[src/rtl/dram_scheduler.sv]
// In-order DDR4 command scheduler with a 16-bank open-row table.
// Ports:
//   clk, rst_n                      command clock, async active-low reset
//   req_valid/req_ready             one-at-a-time request handshake
//   req_rd_wr, req_bank_group,
//   req_bank, req_row, req_column   request payload (latched on accept)
//   cmd_valid, cmd_op               command strobe and opcode (NOP/ACT/PRE/RD/WR)
//   cmd_bank_group, cmd_bank,
//   cmd_row, cmd_column             command target
//   cmd_policy                      classification of the request in flight
//   done, done_rd_wr                pulse at data-burst end and its type
module dram_scheduler #(
  parameter int unsigned T_RAS      = 52,
  parameter int unsigned T_RCD      = 24,
  parameter int unsigned T_RP       = 24,
  parameter int unsigned T_CL       = 24,
  parameter int unsigned T_CWD      = 20,
  parameter int unsigned T_BURST    = 4,
  parameter int unsigned T_WR       = 20,
  parameter int unsigned T_RRD_L    = 6,
  parameter int unsigned T_RRD_S    = 4,
  parameter int unsigned T_CCD_L    = 8,
  parameter int unsigned T_CCD_S    = 4,
  parameter int unsigned DONE_DEPTH = 8
) (
  input  logic        clk,
  input  logic        rst_n,
  input  logic        req_valid,
  output logic        req_ready,
  input  logic        req_rd_wr,
  input  logic [1:0]  req_bank_group,
  input  logic [1:0]  req_bank,
  input  logic [14:0] req_row,
  input  logic [10:0] req_column,
  output logic        cmd_valid,
  output logic [2:0]  cmd_op,
  output logic [1:0]  cmd_bank_group,
  output logic [1:0]  cmd_bank,
  output logic [14:0] cmd_row,
  output logic [10:0] cmd_column,
  output logic [1:0]  cmd_policy,
  output logic        done,
  output logic        done_rd_wr
);

  localparam int unsigned NBANK  = 16;
  localparam int unsigned CNT_W  = 8;
  localparam int unsigned TRK_W  = 6;
  localparam int unsigned TRK_NW = $clog2(DONE_DEPTH + 1);
  localparam int unsigned TRK_IW = $clog2(DONE_DEPTH);

  localparam logic [2:0] S_IDLE     = 3'd0;
  localparam logic [2:0] S_CLASSIFY = 3'd1;
  localparam logic [2:0] S_PRE_WAIT = 3'd2;
  localparam logic [2:0] S_ACT_WAIT = 3'd3;
  localparam logic [2:0] S_CAS_WAIT = 3'd4;

  localparam logic [2:0] OP_NOP = 3'd0;
  localparam logic [2:0] OP_ACT = 3'd1;
  localparam logic [2:0] OP_PRE = 3'd2;
  localparam logic [2:0] OP_RD  = 3'd3;
  localparam logic [2:0] OP_WR  = 3'd4;

  localparam logic [1:0] POL_NULL  = 2'd0;
  localparam logic [1:0] POL_HIT   = 2'd1;
  localparam logic [1:0] POL_MISS  = 2'd2;
  localparam logic [1:0] POL_EMPTY = 2'd3;

  localparam logic [TRK_W-1:0] LOAD_RD = TRK_W'(T_CL + T_BURST);
  localparam logic [TRK_W-1:0] LOAD_WR = TRK_W'(T_CWD + T_BURST);

  // Counters hold cycles since the command edge; the command about to issue
  // at the next edge sees one more elapsed cycle than the stored value.
  function automatic logic f_ge(input logic [CNT_W-1:0] cnt, input int unsigned t);
    return (32'(cnt) + 32'd1) >= t;
  endfunction

  function automatic logic [CNT_W-1:0] f_inc(input logic [CNT_W-1:0] cnt);
    return (cnt == {CNT_W{1'b1}}) ? cnt : cnt + CNT_W'(1);
  endfunction

  logic [2:0]       r_state, w_state_nxt;
  logic             w_accept, w_issue_pre, w_issue_act, w_issue_cas;

  logic             r_rw;
  logic [1:0]       r_bg, r_bk;
  logic [14:0]      r_row;
  logic [10:0]      r_col;
  logic [3:0]       w_idx;

  logic             r_open     [NBANK];
  logic [14:0]      r_open_row [NBANK];
  logic [CNT_W-1:0] r_bk_since_act [NBANK];
  logic [CNT_W-1:0] r_bk_since_wr  [NBANK];
  logic [CNT_W-1:0] r_bk_since_pre [NBANK];

  logic [CNT_W-1:0] r_g_since_act, r_g_since_cas;
  logic [1:0]       r_g_act_bg, r_g_cas_bg;
  logic             r_g_cas_rw;

  logic [TRK_W-1:0] r_trk_cnt [DONE_DEPTH];
  logic             r_trk_rw  [DONE_DEPTH];
  logic [TRK_NW-1:0] r_trk_n;
  logic             w_pop, w_trk_full, w_trk_empty;
  logic [TRK_IW-1:0] w_push_idx;

  logic             w_hit, w_pre_ok, w_act_ok, w_cas_ok;

  logic             r_req_ready, r_cmd_valid, r_done, r_done_rw;
  logic [2:0]       r_cmd_op;
  logic [1:0]       r_cmd_bg, r_cmd_bk, r_policy;
  logic [14:0]      r_cmd_row;
  logic [10:0]      r_cmd_col;

  assign w_idx       = {r_bg, r_bk};
  assign w_hit       = r_open[w_idx] && (r_open_row[w_idx] == r_row);
  assign w_trk_full  = (r_trk_n == TRK_NW'(DONE_DEPTH));
  assign w_trk_empty = (r_trk_n == '0);
  assign w_pop       = !w_trk_empty && (r_trk_cnt[0] == TRK_W'(1));
  assign w_push_idx  = TRK_IW'(r_trk_n - TRK_NW'(w_pop));

  assign w_pre_ok = f_ge(r_bk_since_act[w_idx], T_RAS) &&
                    f_ge(r_bk_since_wr[w_idx], T_CWD + T_BURST + T_WR);
  assign w_act_ok = f_ge(r_bk_since_pre[w_idx], T_RP) &&
                    f_ge(r_g_since_act, (r_bg == r_g_act_bg) ? T_RRD_L : T_RRD_S);
  // Read/write turnaround: switching CAS type only with an empty tracker.
  assign w_cas_ok = f_ge(r_bk_since_act[w_idx], T_RCD) &&
                    f_ge(r_g_since_cas, (r_bg == r_g_cas_bg) ? T_CCD_L : T_CCD_S) &&
                    !w_trk_full && ((r_rw == r_g_cas_rw) || w_trk_empty);

  // State register
  always_ff @(posedge clk or negedge rst_n) begin
    if (!rst_n) r_state <= S_IDLE;
    else        r_state <= w_state_nxt;
  end

  // Next-state and command-issue decisions
  always_comb begin
    w_state_nxt = r_state;
    w_accept    = 1'b0;
    w_issue_pre = 1'b0;
    w_issue_act = 1'b0;
    w_issue_cas = 1'b0;
    case (r_state)
      S_IDLE: if (req_valid) begin
        w_accept    = 1'b1;
        w_state_nxt = S_CLASSIFY;
      end
      S_CLASSIFY: begin
        if (!r_open[w_idx]) w_state_nxt = S_ACT_WAIT;
        else if (w_hit)     w_state_nxt = S_CAS_WAIT;
        else                w_state_nxt = S_PRE_WAIT;
      end
      S_PRE_WAIT: if (w_pre_ok) begin
        w_issue_pre = 1'b1;
        w_state_nxt = S_ACT_WAIT;
      end
      S_ACT_WAIT: if (w_act_ok) begin
        w_issue_act = 1'b1;
        w_state_nxt = S_CAS_WAIT;
      end
      S_CAS_WAIT: if (w_cas_ok) begin
        w_issue_cas = 1'b1;
        w_state_nxt = S_IDLE;
      end
      default: w_state_nxt = S_IDLE;
    endcase
  end

  // Request latch
  always_ff @(posedge clk or negedge rst_n) begin
    if (!rst_n) begin
      r_rw  <= 1'b0;
      r_bg  <= '0;
      r_bk  <= '0;
      r_row <= '0;
      r_col <= '0;
    end else if (w_accept) begin
      r_rw  <= req_rd_wr;
      r_bg  <= req_bank_group;
      r_bk  <= req_bank;
      r_row <= req_row;
      r_col <= req_column;
    end
  end

  // Open-row table and per-bank elapsed counters
  always_ff @(posedge clk or negedge rst_n) begin
    if (!rst_n) begin
      for (int i = 0; i < NBANK; i++) begin
        r_open[i]         <= 1'b0;
        r_open_row[i]     <= '0;
        r_bk_since_act[i] <= '1;
        r_bk_since_wr[i]  <= '1;
        r_bk_since_pre[i] <= '1;
      end
    end else begin
      for (int i = 0; i < NBANK; i++) begin
        r_bk_since_act[i] <= (w_issue_act && w_idx == 4'(i)) ? '0 : f_inc(r_bk_since_act[i]);
        r_bk_since_pre[i] <= (w_issue_pre && w_idx == 4'(i)) ? '0 : f_inc(r_bk_since_pre[i]);
        r_bk_since_wr[i]  <= (w_issue_cas && r_rw && w_idx == 4'(i)) ? '0 : f_inc(r_bk_since_wr[i]);
      end
      if (w_issue_pre) r_open[w_idx] <= 1'b0;
      if (w_issue_act) begin
        r_open[w_idx]     <= 1'b1;
        r_open_row[w_idx] <= r_row;
      end
    end
  end

  // Channel-wide ACT and CAS history
  always_ff @(posedge clk or negedge rst_n) begin
    if (!rst_n) begin
      r_g_since_act <= '1;
      r_g_since_cas <= '1;
      r_g_act_bg    <= '0;
      r_g_cas_bg    <= '0;
      r_g_cas_rw    <= 1'b0;
    end else begin
      r_g_since_act <= w_issue_act ? '0 : f_inc(r_g_since_act);
      r_g_since_cas <= w_issue_cas ? '0 : f_inc(r_g_since_cas);
      if (w_issue_act) r_g_act_bg <= r_bg;
      if (w_issue_cas) begin
        r_g_cas_bg <= r_bg;
        r_g_cas_rw <= r_rw;
      end
    end
  end

  // Burst tracker: shift FIFO, every entry counts down, head pops at 1
  always_ff @(posedge clk or negedge rst_n) begin
    if (!rst_n) begin
      r_trk_n <= '0;
      for (int i = 0; i < DONE_DEPTH; i++) begin
        r_trk_cnt[i] <= '0;
        r_trk_rw[i]  <= 1'b0;
      end
    end else begin
      for (int i = 0; i < DONE_DEPTH - 1; i++) begin
        r_trk_cnt[i] <= w_pop ? r_trk_cnt[i+1] - TRK_W'(1) : r_trk_cnt[i] - TRK_W'(1);
        r_trk_rw[i]  <= w_pop ? r_trk_rw[i+1] : r_trk_rw[i];
      end
      r_trk_cnt[DONE_DEPTH-1] <= r_trk_cnt[DONE_DEPTH-1] - TRK_W'(1);
      if (w_issue_cas) begin
        r_trk_cnt[w_push_idx] <= r_rw ? LOAD_WR : LOAD_RD;
        r_trk_rw[w_push_idx]  <= r_rw;
      end
      r_trk_n <= r_trk_n + TRK_NW'(w_issue_cas) - TRK_NW'(w_pop);
    end
  end

  // Registered outputs
  always_ff @(posedge clk or negedge rst_n) begin
    if (!rst_n) begin
      r_req_ready <= 1'b1;
      r_cmd_valid <= 1'b0;
      r_cmd_op    <= OP_NOP;
      r_cmd_bg    <= '0;
      r_cmd_bk    <= '0;
      r_cmd_row   <= '0;
      r_cmd_col   <= '0;
      r_policy    <= POL_NULL;
      r_done      <= 1'b0;
      r_done_rw   <= 1'b0;
    end else begin
      r_req_ready <= (w_state_nxt == S_IDLE);
      r_cmd_valid <= w_issue_pre || w_issue_act || w_issue_cas;
      r_cmd_op    <= OP_NOP;
      r_cmd_bg    <= '0;
      r_cmd_bk    <= '0;
      r_cmd_row   <= '0;
      r_cmd_col   <= '0;
      if (w_issue_pre || w_issue_act || w_issue_cas) begin
        r_cmd_bg <= r_bg;
        r_cmd_bk <= r_bk;
      end
      if (w_issue_pre) r_cmd_op <= OP_PRE;
      if (w_issue_act) begin
        r_cmd_op  <= OP_ACT;
        r_cmd_row <= r_row;
      end
      if (w_issue_cas) begin
        r_cmd_op  <= r_rw ? OP_WR : OP_RD;
        r_cmd_col <= r_col;
      end
      if (r_state == S_CLASSIFY)
        r_policy <= !r_open[w_idx] ? POL_EMPTY : (w_hit ? POL_HIT : POL_MISS);
      else if (r_state == S_IDLE)
        r_policy <= POL_NULL;
      r_done    <= w_pop;
      r_done_rw <= w_pop ? r_trk_rw[0] : 1'b0;
    end
  end

  assign req_ready      = r_req_ready;
  assign cmd_valid      = r_cmd_valid;
  assign cmd_op         = r_cmd_op;
  assign cmd_bank_group = r_cmd_bg;
  assign cmd_bank       = r_cmd_bk;
  assign cmd_row        = r_cmd_row;
  assign cmd_column     = r_cmd_col;
  assign cmd_policy     = r_policy;
  assign done           = r_done;
  assign done_rd_wr     = r_done_rw;

endmodule

[config.mk]
export PLATFORM = sky130hd
export DESIGN_NAME = dram_scheduler
export DESIGN_NICKNAME = d
export VERILOG_FILES = /design/src/rtl/dram_scheduler.sv
export SDC_FILE = /design/constraint.sdc
export NUM_CORES = 2
export LEC_CHECK = 0
export ABC_AREA = 1
export BUFFER_PORTS_ARGS = -buffer_cell sky130_fd_sc_hd__buf_2
export CAP_MARGIN = 10
export CORE_MARGIN = 2
export CORE_UTILIZATION = 55
export DETAILED_ROUTE_END_ITERATION = 8
export GPL_TIMING_DRIVEN = 0
export PLACE_DENSITY = 0.73
export SLEW_MARGIN = 5
export SYNTH_ARGS = -nofsm -noshare
export SYNTH_HDL_FRONTEND = slang
export SYNTH_SLANG_ARGS = --single-unit
[constraint.sdc]
create_clock -name clk -period 8.9 [get_ports clk]
set_clock_uncertainty 0.1 [all_clocks]
set_input_delay 1.335 -clock clk [delete_from_list [all_inputs] [get_ports clk]]
set_output_delay 1.335 -clock clk [all_outputs]
set_load 0.02 [all_outputs]
==> summary.md <==
| Metric | Value |
|---|---|
| Status | `finished clean` |
| DRT Pass-1 Iters | `6` |
| Root Buffer | `clkbuf_16` |
| Hold-fix buffers, CTS | `0` |
| Initial Utilization | `55.4%` |
| Syn nets | `5698` |
| Startpoint class of the critical path | `register` |
| Critical path class | `register to register` |
| Chip Height | `283 µm` |
| Final nets | `5866` |
| Psw | `1.86 mW` |
| Via density | `5.48` |
| Synth async-reset ratio | `100%` |
| Area contributors post-synth | `dfstp_2 (25%), dfrtp_1 (23%), nand2_1 (15%), o21ai_0 (6.4%), inv_1 (6.4%)` |
| CORE AREA | `77300 µm²` |
| Period utilization | `50.7%` |
| Placer Congestion | `0.967` |
| CTS HTree Levels | `3` |
| Pin count of the biggest net entering global routing | `115` |
| CP Data Required Time | `9.30 ns` |
| Post-layout util | `61.7%` |
| Worst-Margin Slew | `1.01 ns` |
| Final setup TNS | `0 ns` |
| Predominant post-synthesis flop cell | `dfstp_2` |
| Post-synth EDFFs | `0` |
| Register area share after synthesis | `47.6%` |
| CTS tree | `built` |
| Slew headroom | `32.8%` |
| CP Max Fanout | `10` |
| Total Power | `7.76 mW` |
| Initial antenna violation count | `1` |
| PostCTS Resize Cnt | `0` |
| Clock Latency Late Sink | `0.66 ns` |
| Hold depth | `1` |
| CP arrival | `4.91 ns` |
| IO Pins | `73` |
| Deepest clock path buffer count | `3` |
| Fin. Hold Viols | `0` |
| FF+latch count, synth | `794` |
| Pint | `5.91 mW` |
| Area after DPL | `44700 µm²` |
| Worst reg2reg path endpoint | `req_ready$_DFF_PN1_` |
| Layout cells sized above 1 | `13.8%` |
| Logic gate share of total power | `4.9%` |
| Vias in the first global route | `35900` |
| VDD IR max | `0.149 mV` |
| Synthesis-to-finish area growth | `11.3%` |
| Synthesized area | `42800 µm²` |
| Minimum clock period | `4.51 ns` |
| Post-synth cell types | `49` |
| Switching Fraction | `23.9%` |
| Violation count after the first detailed-routing iteration | `3691` |
| Most frequent cell after synthesis | `nand2_1` |
| Gate Count Post-Synth | `5593` |
| Post-route cell area | `47700 µm²` |
| Area of the multi-input gates | `18700 µm²` |
| Crit path capture type | `register` |
| Flop pwr share | `46.8%` |
| Yosys warnings | `0` |
| Post-synth top cells | `nand2_1 (1741), inv_1 (728), o21ai_0 (550)` |
| First-pass GRT wire length | `196000 µm` |
| RR Startpoint | `r_bk[1]$_DFFE_PN0P_` |
| Port Buffer Count | `72` |
| Die ar. | `80100 µm²` |
| RSZ-0062 raised after global routing | `no` |
| Hold Crit Class | `register to register` |
| Post-DRT Antenna Nets | `0` |
| Post-synthesis area per instance | `7.66 µm²` |
| Slew Limit Fails | `0` |
| Hold Path Sink | `r_trk_cnt[0]$_DFF_PN0_` |
| Static leakage | `24.3 nW` |
| Clk pwr share | `48.3%` |
| Fin Hold WS | `0.325 ns` |
| Gr usage total | `30.8%` |
| DRC errors left | `0` |
| Synth area leader | `dfstp_2` |
| CTS sink cnt | `794` |
| DPL Wire Length | `87900 µm` |
| # Max-Cap Violations | `0` |
| Pwr per Cell Area | `163 nW/µm²` |
| CTS Buf Count | `86` |
| Number of post-CTS setup repair buffers | `0` |
| Routed wire length | `125000 µm` |
| Yosys top cell area share | `24.6%` |
| Total area of sequential cells | `20400 µm²` |
| Wire per inst | `18.2 µm` |
| Site Rows | `102` |
| Die W | `283 µm` |
| Clock Pin Slew Worst Setup and Hold Paths | `0.06 ns` |
| Reg2Reg Depth | `18` |
| Reg2Reg Setup Slack | `4.39 ns` |
| Via count | `37700` |
| GR Overflow Total | `0` |
| Max Fclk | `222 MHz` |
| Final setup fails | `0` |
| Hold_sp | `r_trk_cnt[0]$_DFF_PN0_` |
| Fillers | `6947` |
-- routing by layer --
layer | GRT usage, % | part of all wire (%)
met1 | 41.7 | 42
met2 | 48.5 | 45
met3 | 6.35 | 8.6
met4 | 12.9 | 4.4
met5 | 0 | 0.011
-- logic make-up after synthesis --
kind of cell	share of synthesized area, %
xor+xnor	5.34
compound gates	10.2
fa+ha+maj	2.09
buf+inv	8.88
mux	0.502
flops	47.6
simple gates	25.5
-- cell type report --
| class | instances | area share (%) |
|---|---|---|
| flip-flops and latches | 794 | 42.7 |
| multi-input cells | 3859 | 39.1 |
| inverters | 734 | 5.78 |
| clock buffers | 119 | 5.22 |
| well taps | 1040 | 2.73 |
| plain buffers | 206 | 2.19 |
| repair buffers | 80 | 1.24 |
| clock inverters | 39 | 0.997 |
| diodes | 1 | 0.00525 |
-- state kept, by name, indices dropped and copies added (netlist names), 2 cells and up, named ones only --
| signal | cells |
|---|---|
| r_g_since_act | 8 |
| r_bk_since_wr | 128 |
| r_bg | 2 |
| r_trk_n | 4 |
| r_open | 7 |
| r_row | 15 |
| cmd_bank | 2 |
| r_g_since_cas | 8 |
| r_col | 11 |
| r_bk_since_act | 128 |
| r_open_row | 240 |
| cmd_column | 11 |
| r_g_act_bg | 2 |
| cmd_row | 15 |
| cmd_bank_group | 2 |
| r_bk_since_pre | 128 |
| r_trk_cnt | 48 |
| r_trk_rw | 8 |
| cmd_op | 3 |
| r_bk | 2 |
| r_state | 3 |
| cmd_policy | 2 |
| r_g_cas_bg | 2 |
-- per-stage QoR --
stage | std cells | setup WS (ns)
final | 6872 | 4.39
after global routing | 6871 | 4.26
after detailed placement | 6713 | 4.66
after global placement | 6705 | -10.52
after floorplan | 5593 | 5.51
after CTS | 6871 | 4.56
-- worst max path at each step --
stage	startpoint	endpoint	slack (ns)
floorplan	r_bk[1]$_DFFE_PN0P_	r_trk_n[2]$_DFF_PN0_	5.51
global placement	rst_n	r_trk_cnt[31]$_DFF_PN0_	-10.52
detailed placement	r_bg[0]$_DFFE_PN0P_	req_ready$_DFF_PN1_	4.66
CTS	r_bg[0]$_DFFE_PN0P_	req_ready$_DFF_PN1_	4.56
global route	r_bg[0]$_DFFE_PN0P_	req_ready$_DFF_PN1_	4.26
finish	r_bk[1]$_DFFE_PN0P_	req_ready$_DFF_PN1_	4.39
-- power groups by stage --
stage	sequential [mW]	combinational (mW)	clock [mW]
2_1_floorplan	3.69	0.165	0
3_3_place_gp	3.69	0.360	0
3_5_place_dp	3.69	0.375	0
4_1_cts	3.63	0.377	3.78
5_1_grt	3.63	0.411	3.93
6_report	3.63	0.381	3.75
-- layout by cell type (no fill, tap or decap), types with 17 or more instances in the layout --
cell type,Yosys,layout
buf_4,17,17
nand4_1,29,29
nor2_1,478,478
inv_1,728,728
mux2i_1,17,17
o22ai_1,54,54
or2_2,26,26
o211ai_1,29,29
ha_1,70,70
clkinv_2,0,21
o21ai_0,550,550
clkbuf_1,82,96
dfstp_2,401,401
xor2_1,212,212
clkbuf_8,0,17
buf_2,83,154
nand3_1,246,246
a21oi_1,137,137
dfrtp_1,393,393
nor3_1,116,116
o21ai_1,20,20
clkbuf_16,0,88
xnor2_1,49,49
nand2_1,1741,1741
-- critical path, stage by stage (launching register included) --
cell     delay (ns)
dfrtp_1        0.41
inv_2          0.22
buf_2          0.50
buf_2          0.48
buf_1          0.62
nand2_1        0.17
nand2_1        0.14
nand2_1        0.07
nand2_1        0.11
nor2_1         0.05
nand2_1        0.05
nand2_1        0.05
nor2_1         0.15
nand2_1        0.16
nor2_1         0.22
nand3_1        0.18
a21oi_1        0.25
nand2_1        0.08
nor2_1         0.36
Power figures use the tool's default switching activity.
